[config.mk]
export PLATFORM = sky130hd
export DESIGN_NAME = text_line_sched
export DESIGN_NICKNAME = d
export VERILOG_FILES = /design/src/rtl/text_line_sched.sv
export SDC_FILE = /design/constraint.sdc
export NUM_CORES = 1
export LEC_CHECK = 0
export ABC_AREA = 1
export ABC_CLOCK_PERIOD_IN_PS = 2170
export CAP_MARGIN = 15
export CORE_ASPECT_RATIO = 2
export CORE_MARGIN = 1
export CORE_UTILIZATION = 40
export DETAILED_ROUTE_END_ITERATION = 10
export HOLD_SLACK_MARGIN = 0.05
export MAX_ROUTING_LAYER = met4
export PLACE_DENSITY = 0.61
export SYNTH_ARGS = -nofsm -noshare
export SYNTH_HDL_FRONTEND = slang
export SYNTH_SLANG_ARGS = --single-unit
[constraint.sdc]
create_clock -name clk -period 2.17 [get_ports clk]
set_clock_uncertainty 0.1 [all_clocks]
set_input_delay 0.434 -clock clk [delete_from_list [all_inputs] [get_ports clk]]
set_output_delay 0.434 -clock clk [all_outputs]
set_load 0.1 [all_outputs]
[src/rtl/text_line_sched.sv]
// text_line_sched: per-scanline text fetch and pixel serialiser for an 8x8 font ROM.
// On each line_start it picks the text row (row 0 wins on overlap) covering the
// upcoming scanline. It fetches NCHARS glyph rows into a line buffer through a
// 2-stage pipe (string source, then font ROM). During active video it
// serialises the buffer into a registered text_pixel.
// Optional feature: define TEXT_SHADOW_EN to build the drop-shadow output;
// otherwise text_shadow is tied low.
module text_line_sched #(
  parameter int NCHARS     = 16,
  parameter int SCALE_LOG2 = 1,
  parameter int ROW0_Y     = 8,
  parameter int ROW1_Y     = 456,
  parameter int X0         = 64
) (
  input  logic                      clk,
  input  logic                      reset,
  input  logic                      line_start,
  input  logic [9:0]                line_y,
  input  logic [9:0]                pixel_x,
  input  logic                      pixel_valid,
  output logic                      str_sel,
  output logic [$clog2(NCHARS)-1:0] char_idx,
  input  logic [7:0]                char_code,
  output logic [7:0]                font_char,
  output logic [2:0]                font_row,
  input  logic [7:0]                font_bitmap,
  output logic                      busy,
  output logic                      text_pixel,
  output logic                      text_shadow
);

  localparam int IDXW  = $clog2(NCHARS);
  localparam int ROW_H = 8 << SCALE_LOG2;
  localparam int TXT_W = (NCHARS * 8) << SCALE_LOG2;

  localparam logic [10:0] R0_LO = 11'(ROW0_Y);
  localparam logic [10:0] R0_HI = 11'(ROW0_Y + ROW_H);
  localparam logic [10:0] R1_LO = 11'(ROW1_Y);
  localparam logic [10:0] R1_HI = 11'(ROW1_Y + ROW_H);
  localparam logic [10:0] X_LO  = 11'(X0);
  localparam logic [10:0] X_HI  = 11'(X0 + TXT_W);

  localparam logic [IDXW:0]   K_LAST    = (IDXW+1)'(NCHARS);
  localparam logic [IDXW:0]   K_PRELAST = (IDXW+1)'(NCHARS - 1);

  typedef enum logic [1:0] {IDLE, FETCH, SHOW} state_t;

  state_t            state_q;
  logic              busy_q;
  logic              valid_q;
  logic              str_sel_q;
  logic [2:0]        font_row_q;
  logic [IDXW:0]     k_q;
  logic [IDXW-1:0]   char_idx_q;
  logic [7:0]        code_q;
  logic              text_pixel_q;
  logic [7:0]        buf_q [NCHARS];

  // Scanline decode: which text row covers line_y and which glyph row it needs.
  logic [10:0] ly_ext, off0, off1;
  logic        hit0, hit1, hit_any;
  logic [2:0]  font_row_d;

  assign ly_ext     = {1'b0, line_y};
  assign hit0       = (ly_ext >= R0_LO) && (ly_ext < R0_HI);
  assign hit1       = (ly_ext >= R1_LO) && (ly_ext < R1_HI);
  assign hit_any    = hit0 || hit1;
  assign off0       = ly_ext - R0_LO;
  assign off1       = ly_ext - R1_LO;
  assign font_row_d = hit0 ? off0[SCALE_LOG2+2:SCALE_LOG2] : off1[SCALE_LOG2+2:SCALE_LOG2];

  // Pixel decode: character slot and font column under pixel_x.
  logic [10:0]     px_ext, dx;
  logic            in_range;
  logic [IDXW-1:0] ch;
  logic [2:0]      col;
  logic            cur_bit;
  logic            pix_en;

  assign px_ext   = {1'b0, pixel_x};
  assign in_range = (px_ext >= X_LO) && (px_ext < X_HI);
  assign dx       = px_ext - X_LO;
  assign ch       = dx[3+SCALE_LOG2+IDXW-1:3+SCALE_LOG2];
  assign col      = dx[SCALE_LOG2+2:SCALE_LOG2];
  assign cur_bit  = buf_q[ch][3'd7 - col];
  assign pix_en   = valid_q && (state_q == SHOW) && pixel_valid && in_range;

  // Buffer write index lags k by one because the ROM lookup is stage 2.
  logic [IDXW:0] wr_idx;
  assign wr_idx = k_q - 1'b1;

  logic unused_bits;
  assign unused_bits = ^{off0, off1, dx, wr_idx};

  // Control FSM: line_start always wins, then the fetch pipe advances k.
  always_ff @(posedge clk or posedge reset) begin
    if (reset) begin
      state_q    <= IDLE;
      busy_q     <= 1'b0;
      valid_q    <= 1'b0;
      str_sel_q  <= 1'b0;
      font_row_q <= 3'd0;
      k_q        <= '0;
      char_idx_q <= '0;
      code_q     <= 8'd0;
    end else if (line_start) begin
      valid_q <= 1'b0;
      if (hit_any) begin
        state_q    <= FETCH;
        busy_q     <= 1'b1;
        str_sel_q  <= ~hit0;
        font_row_q <= font_row_d;
        k_q        <= '0;
        char_idx_q <= '0;
      end else begin
        state_q <= IDLE;
        busy_q  <= 1'b0;
      end
    end else begin
      case (state_q)
        FETCH: begin
          // stage 1: capture the code for index k
          if (k_q != K_LAST) begin
            code_q <= char_code;
            if (k_q != K_PRELAST) char_idx_q <= char_idx_q + 1'b1;
          end
          if (k_q == K_LAST) begin
            state_q <= SHOW;
            busy_q  <= 1'b0;
            valid_q <= 1'b1;
          end
          k_q <= k_q + 1'b1;
        end
        default: ;
      endcase
    end
  end

  // Stage 2: the ROM bitmap for code_q lands in buffer slot k-1.
  always_ff @(posedge clk) begin
    if ((state_q == FETCH) && !line_start && (k_q != '0))
      buf_q[wr_idx[IDXW-1:0]] <= font_bitmap;
  end

  // Pixel output register: one cycle behind pixel_x/pixel_valid.
  always_ff @(posedge clk or posedge reset) begin
    if (reset) text_pixel_q <= 1'b0;
    else       text_pixel_q <= pix_en & cur_bit;
  end

`ifdef TEXT_SHADOW_EN
  logic            left_bit;
  logic            text_shadow_q;
  logic [2:0]      col_m1;
  logic [IDXW-1:0] ch_m1;

  assign col_m1 = col - 3'd1;
  assign ch_m1  = ch - 1'b1;

  // Font column to the left of the current one, crossing into the previous char.
  always_comb begin
    left_bit = 1'b0;
    if (col != 3'd0)      left_bit = buf_q[ch][3'd7 - col_m1];
    else if (ch != '0)    left_bit = buf_q[ch_m1][0];
  end

  // Shadow register: same latency as text_pixel.
  always_ff @(posedge clk or posedge reset) begin
    if (reset) text_shadow_q <= 1'b0;
    else       text_shadow_q <= pix_en & ~cur_bit & left_bit;
  end

  assign text_shadow = text_shadow_q;
`else
  assign text_shadow = 1'b0;
`endif

  assign busy       = busy_q;
  assign str_sel    = str_sel_q;
  assign font_row   = font_row_q;
  assign char_idx   = char_idx_q;
  assign font_char  = code_q;
  assign text_pixel = text_pixel_q;

endmodule

# Word level (Yosys, flattened, before mapping)
# Memory sizes are Yosys's and may differ from the RTL's.
# Index checks and enable logic that the tools add are counted.
dict set report word_totals {
  register_bits 26
  ram_bits 128
  out_inout_bits 19
  wordCells 77
  mem_count 1
}
# name depth width read_ports rd_clocked_by_memory_dff write_ports line_no
set mem_list {}
lappend mem_list {buf_q 16 8 1 0 1 57} ;# logic [7:0] buf_q [NCHARS];
dict set report classes {
  addsub 7
  order_cmp 7
  n_eq_ne 6
  mux 24
  bitwise_logic 3
  reduce_logical 20
}
# op count
set ops {}
lappend ops {{$lt 10x9->1 const B} 2}
lappend ops {{$mux 4} 5}
lappend ops {{$mux 5} 3}
lappend ops {{$mux 1} 11}
lappend ops {{$ge 10x4->1 const B} 1}
lappend ops {{$ge 10x7->1 const B} 1}
lappend ops {{$ge 10x9->1 const B} 1}
lappend ops {{$lt 10x5->1 const B} 1}
lappend ops {{$logic_and 1x1->1} 8}
lappend ops {{$reduce_bool 2->1} 4}
lappend ops {{$sub 4x4->4 const B} 2}
lappend ops {{$sub 8x7->8 const B} 1}
lappend ops {{$mux 2} 3}
lappend ops {{$reduce_and 2->1} 3}
lappend ops {{$add 5x1->5 const B} 1}
lappend ops {{$eq 5x5->1 const B} 1}
lappend ops {{$ne 5x4->1 const B} 1}
lappend ops {{$ne 5x5->1 const B} 1}
lappend ops {{$reduce_bool 5->1} 1}
lappend ops {{$add 4x1->4 const B} 1}
lappend ops {{$lt 3x4->1 const B} 1}
lappend ops {{$reduce_and 4->1} 1}
lappend ops {{$sub 4x1->4 const B} 1}
lappend ops {{$bmux 1 s3} 1}
lappend ops {{other kinds (10)} 11}

# Depth between registers and ports, before layout
# Gate-level depths: netlist of the first run.
dict set report depth {
  word_depth 5
  depth_mapped 13
}

# Worst setup path before layout of the first run
# OpenSTA, ideal clock, no wires.
dict set report synth_path {
  path_kind {register to register}
  start {reg state_q[0]}
  end {mem buf_q[0][0], enable pin}
  setup_time_ns 0.370
  t_arrival_ns 2.064
  setup_slack_ns -0.364
  stages_incl_launch_ff 9
  period_less_slack_ns 2.534
  path_cell_list {dfrtp_1 > inv_1 > nor2_1 > nand2_1 > inv_1 > o21ai_0 > inv_1 > nand2_1 > nor2_1}
}
dict set report synth_via {
  elab_chain_cells 5
}
# item line_no
set synth_lines {}
lappend synth_lines {{start, declared} 48} ;# state_t state_q;
lappend synth_lines {{start signal, assigned} 98} ;# state_q <= IDLE;
lappend synth_lines {{start signal, assigned} 109} ;# state_q <= FETCH;
lappend synth_lines {{start signal, assigned} 116} ;# state_q <= IDLE;
lappend synth_lines {{$eq 2x1->1} 141} ;# if ((state_q == FETCH) && !line_start && (k_q != '0))
lappend synth_lines {{$logic_and 1x1->1 (2 in series)} 141}
lappend synth_lines {{$mux 1} 141}
lappend synth_lines {{$mux 1 (not written as such)} 142} ;# buf_q[wr_idx[IDXW-1:0]] <= font_bitmap;
lappend synth_lines {{end, declared} 57}
# Every way passes these cells.

# Worst setup path after layout of the first run
dict set report layout_path {
  start {reg k_q[0]}
  end {mem buf_q[8][6], enable pin}
}
dict set report layout_via {
  elab_chain_cells 4
  word_cells_on_any_way 5
  cone_classes {add/sub: 1; mux: 2; reduce/logical: 2}
}
# item line_no
set layout_lines {}
lappend layout_lines {{start, declared} 53} ;# logic [IDXW:0] k_q;
lappend layout_lines {{start signal, assigned} 132} ;# k_q <= k_q + 1'b1;
lappend layout_lines {{$reduce_bool 5->1} 141}
lappend layout_lines {{$logic_and 1x1->1} 141}
lappend layout_lines {{$mux 1} 141}
lappend layout_lines {{$mux 1 (not written as such)} 142}
# Several ways; a longest one is shown, not always the timed one.

==> flow_summary_export.csv, run 1 <==
group,metric,value,unit
logic_synthesis,synth_top_area_share,59.0,%
hold_path,holdCritPathClass,"in2async",
status,status,"finished, final reports clean",
floorplan,initial_utilization,41.0,%
drt,first_iter_violations,305,
logic_synthesis,synth-seq-cells,152,
setup_path,end_kind,"flip-flop",
placed_design,gp_congestion,0.873,
global_routing,overflow,0,
drt,routedWlPerCell,17.2,um
drt,dr.pass1.iters,4,
setup_path,path_depth,8,
placed_design,dp_cells,866,
power,p_int,5290,uW
sta,setup_viol,0,
global_routing,grt_max_degree,38,
logic_synthesis,syn_inst,591,
run,drv_cap,0,
setup_path,crit_slowest_cell,"dfrtp_1",
floorplan,die_h,182,um
setup_path,reg2reg_depth,8,
logic_synthesis,yosysTopAreaCell,"edfxtp_1",
global_routing,antenna_found_initial,0,
power,seqPwrFrac,42.9,%
floorplan,core_area,15900,um2
drt,viasPerCell,5.00,
sta,rsz0062_at_grt,"no",
global_routing,grt_pass1_vias,4595,
layout,fill_cells,1416,
power,p_leak,0.00329,uW
sta,worst_slew_pin_slew,683,ps
setup_path,crit_family,"buffers and inverters",
sta,hold_viol_final,0,
power,p_sw_share,33.2,%
floorplan,die-area,16800,um2
layout,ff_latch_area,4450,um2
clock_tree,h-tree-depth,4,
logic_synthesis,yosysMostFrequentCell,"nand2_1",
placed_design,io_buffers,56,
power,power_switching,2630,uW
power,comb_power_share,20.3,%
logic_synthesis,yosysUniqueCellTypes,28,
clock_tree,cts_num_sinks,152,
layout,final_cells,898,
layout,final_cell_area,8090,um2
logic_synthesis,synthTopCellsByCount,"nand2_1, edfxtp_1, nand3_1",
setup_path,cp_data_arrival_time,2030,ps
setup_path,cpMostUsedCell,"inv_1",
logic_synthesis,synth_ff_type,"edfxtp_1",
floorplan,dieWidth,92.2,um
logic_synthesis,seq_area_frac_synth,68.3,%
drt,antenna_left,0,
clock_tree,cts_hold_buf,0,
global_routing,grt_pass1_wl,24300,um
setup_path,slowest_delay,420,ps
power,power_density,979,nW/um2
layout,layout-drive-gt1-share,15.5,%
floorplan,ioPinCount,59,
placed_design,dp_hpwl,11100,um
clock_tree,cts.repair.resized,0,
logic_synthesis,synth-edff-count,128,
logic_synthesis,syn_nets,640,
power,irDropWorstVdd,0.852,mV
logic_synthesis,synth_area_per_cell,11.0,um2
sta,timing.fmax,500,MHz
sta,slew_violations,0,
layout,nNetsFinal,733,
clock_tree,numCtsBuffers,17,
clock_tree,cts_tree,"done",
clock_tree,postCtsSetupBuffers,0,
drt,drc,0,
layout,syn2layout_area_growth,24.2,%
sta,min_period,2000,ps
clock_tree,clk_pin_slew_worst_paths,70,ps
clock_tree,clock_latency,420,ps
sta,max_slew_margin,54.3,%
setup_path,cp_data_required_time,2200,ps
sta,fin_crit_sh,92.1,%
clock_tree,clock_path_buffers,2,
setup_path,critPathLaunchType,"flip-flop",
logic_synthesis,async_flop_share,15.8,%
logic_synthesis,synth_area,6510,um2
power,p_clk_share,36.7,%
logic_synthesis,yosys_warnings,0,
clock_tree,root_buffer,"clkbuf_16",
setup_path,crit_chain,"inv_1 > ha_1 > nand3_1 > o21ai_0 > inv_1 > nand2_1 > nor2_1 > buf_4",
placed_design,place_area,7490,um2
drt,vias,4487,
logic_synthesis,synth.area.top_cells,"edfxtp_1, nand2_1, dfrtp_1",
floorplan,row_count,65,
drt,drt_wl_total,15400,um
setup_path,critical_path_class,"reg2reg",
layout,diodes,0,
setup_path,critPathMaxFanout,8,
global_routing,grt_util_all_layers,20.3,%
setup_path,critPathBufInv,3,
layout,multiInputGateArea,1820,um2
## kinds of logic after synthesis
kind of cell / share of synthesized area (%)
xor+xnor: 0.807
flops: 68.3
compound gates: 2.59
mux: 1.38
fa+ha+maj: 1.73
simple gates: 21.4
other cells: 0.0576
buf+inv: 3.77
## worst paths after layout
check | startpoint | endpoint | slack, ps
worst max-delay path | k_q[0]$_DFFE_PP0P_ | buf_q[8][6]$_DFFE_PP_ | 170
worst min-delay path | reset | font_row[2]$_DFFE_PP0P_ | 230
worst min register to register | font_row[0]$_DFFE_PP0P_ | font_row[0]$_DFFE_PP0P_ | 400
max in group asynchronous | reset | k_q[0]$_DFFE_PP0P_ | 1250
worst max register to register | k_q[0]$_DFFE_PP0P_ | buf_q[8][6]$_DFFE_PP_ | 170
min in group clk | font_row[0]$_DFFE_PP0P_ | font_row[0]$_DFFE_PP0P_ | 400
## flip-flops by register name, summed over array words and instances, names as in the netlist
name,count
buf_q,128
char_idx,4
font_char,8
font_row,3
k_q,5
state_q,2
str_sel,1
text_pixel,1
## layout make-up
cell class,instances,area share [%]
clock buffers,17,5.26
multi-input cells,391,22.5
flip-flops and latches,152,55.0
clock inverters,15,2.17
inverters,27,1.25
well taps,201,3.11
repair buffers,95,10.7
## per-layer routing
metal	share of wire, %	GRT usage [%]
met1	35	20.0
met2	58	37.1
met3	2.9	2.96
met4	4.3	11.9
met5	0	-
## cell usage in the layout (no fill, tap or decap), drive strengths merged
master | netlist | routed
nand2 | 223 | 223
edfxtp | 128 | 128
nand3 | 77 | 77
buf | 21 | 58
clkdlybuf4s50 | 0 | 37
inv | 27 | 35
nor2 | 30 | 30
dfrtp | 24 | 24
a21oi | 17 | 17
clkbuf | 0 | 17
ha | 9 | 9
mux2 | 8 | 8
o21ai | 7 | 7
clkinv | 0 | 6
xor2 | 5 | 5
nand4 | 3 | 3
nor3 | 3 | 3
a21o | 1 | 1
a211oi | 1 | 1
xnor2 | 1 | 1
nor4 | 1 | 1
o2111ai | 1 | 1
a31oi | 1 | 1
o21a | 1 | 1
o22ai | 1 | 1
conb | 1 | 1
clkinvlp | 0 | 1
## stage by stage
stage | TNS, ps | util, % | hold WS [ps] | total power [uW] | setup slack (ps)
after floorplan | 0 | - | 349 | 4610 | 4.26
after global placement | -187 | 47.2 | 370 | 5040 | -187
after detailed placement | -274 | 47.2 | 381 | 5080 | -176
after CTS | 0 | 51.0 | 235 | 7980 | 154
after global routing | 0 | 51.0 | 279 | 8230 | 22.7
final | 0 | 51.0 | 232 | 7920 | 171
## power groups by stage
stage / clock, uW / sequential (uW) / combinational (uW)
final: 2910 / 3400 / 1610
after global placement: 0 / 3450 / 1590
after detailed placement: 0 / 3460 / 1620
after global routing: 3080 / 3420 / 1730
after floorplan: 0 / 4060 / 553
after CTS: 2960 / 3400 / 1620
No activity file was read; power rests on OpenSTA's default activity.
==> run 2: changes to the inputs <==
--- a/config.mk
+++ b/config.mk
@@ -9,9 +9,9 @@
 export ABC_CLOCK_PERIOD_IN_PS = 2170
 export CAP_MARGIN = 15
 export CORE_ASPECT_RATIO = 2
-export CORE_MARGIN = 1
 export CORE_UTILIZATION = 40
 export DETAILED_ROUTE_END_ITERATION = 10
+export GPL_TIMING_DRIVEN = 1
 export HOLD_SLACK_MARGIN = 0.05
 export MAX_ROUTING_LAYER = met4
 export PLACE_DENSITY = 0.61
==> results of run 2 <==
Same layout as run 1: the final DEF is identical, and so are final timing and power.
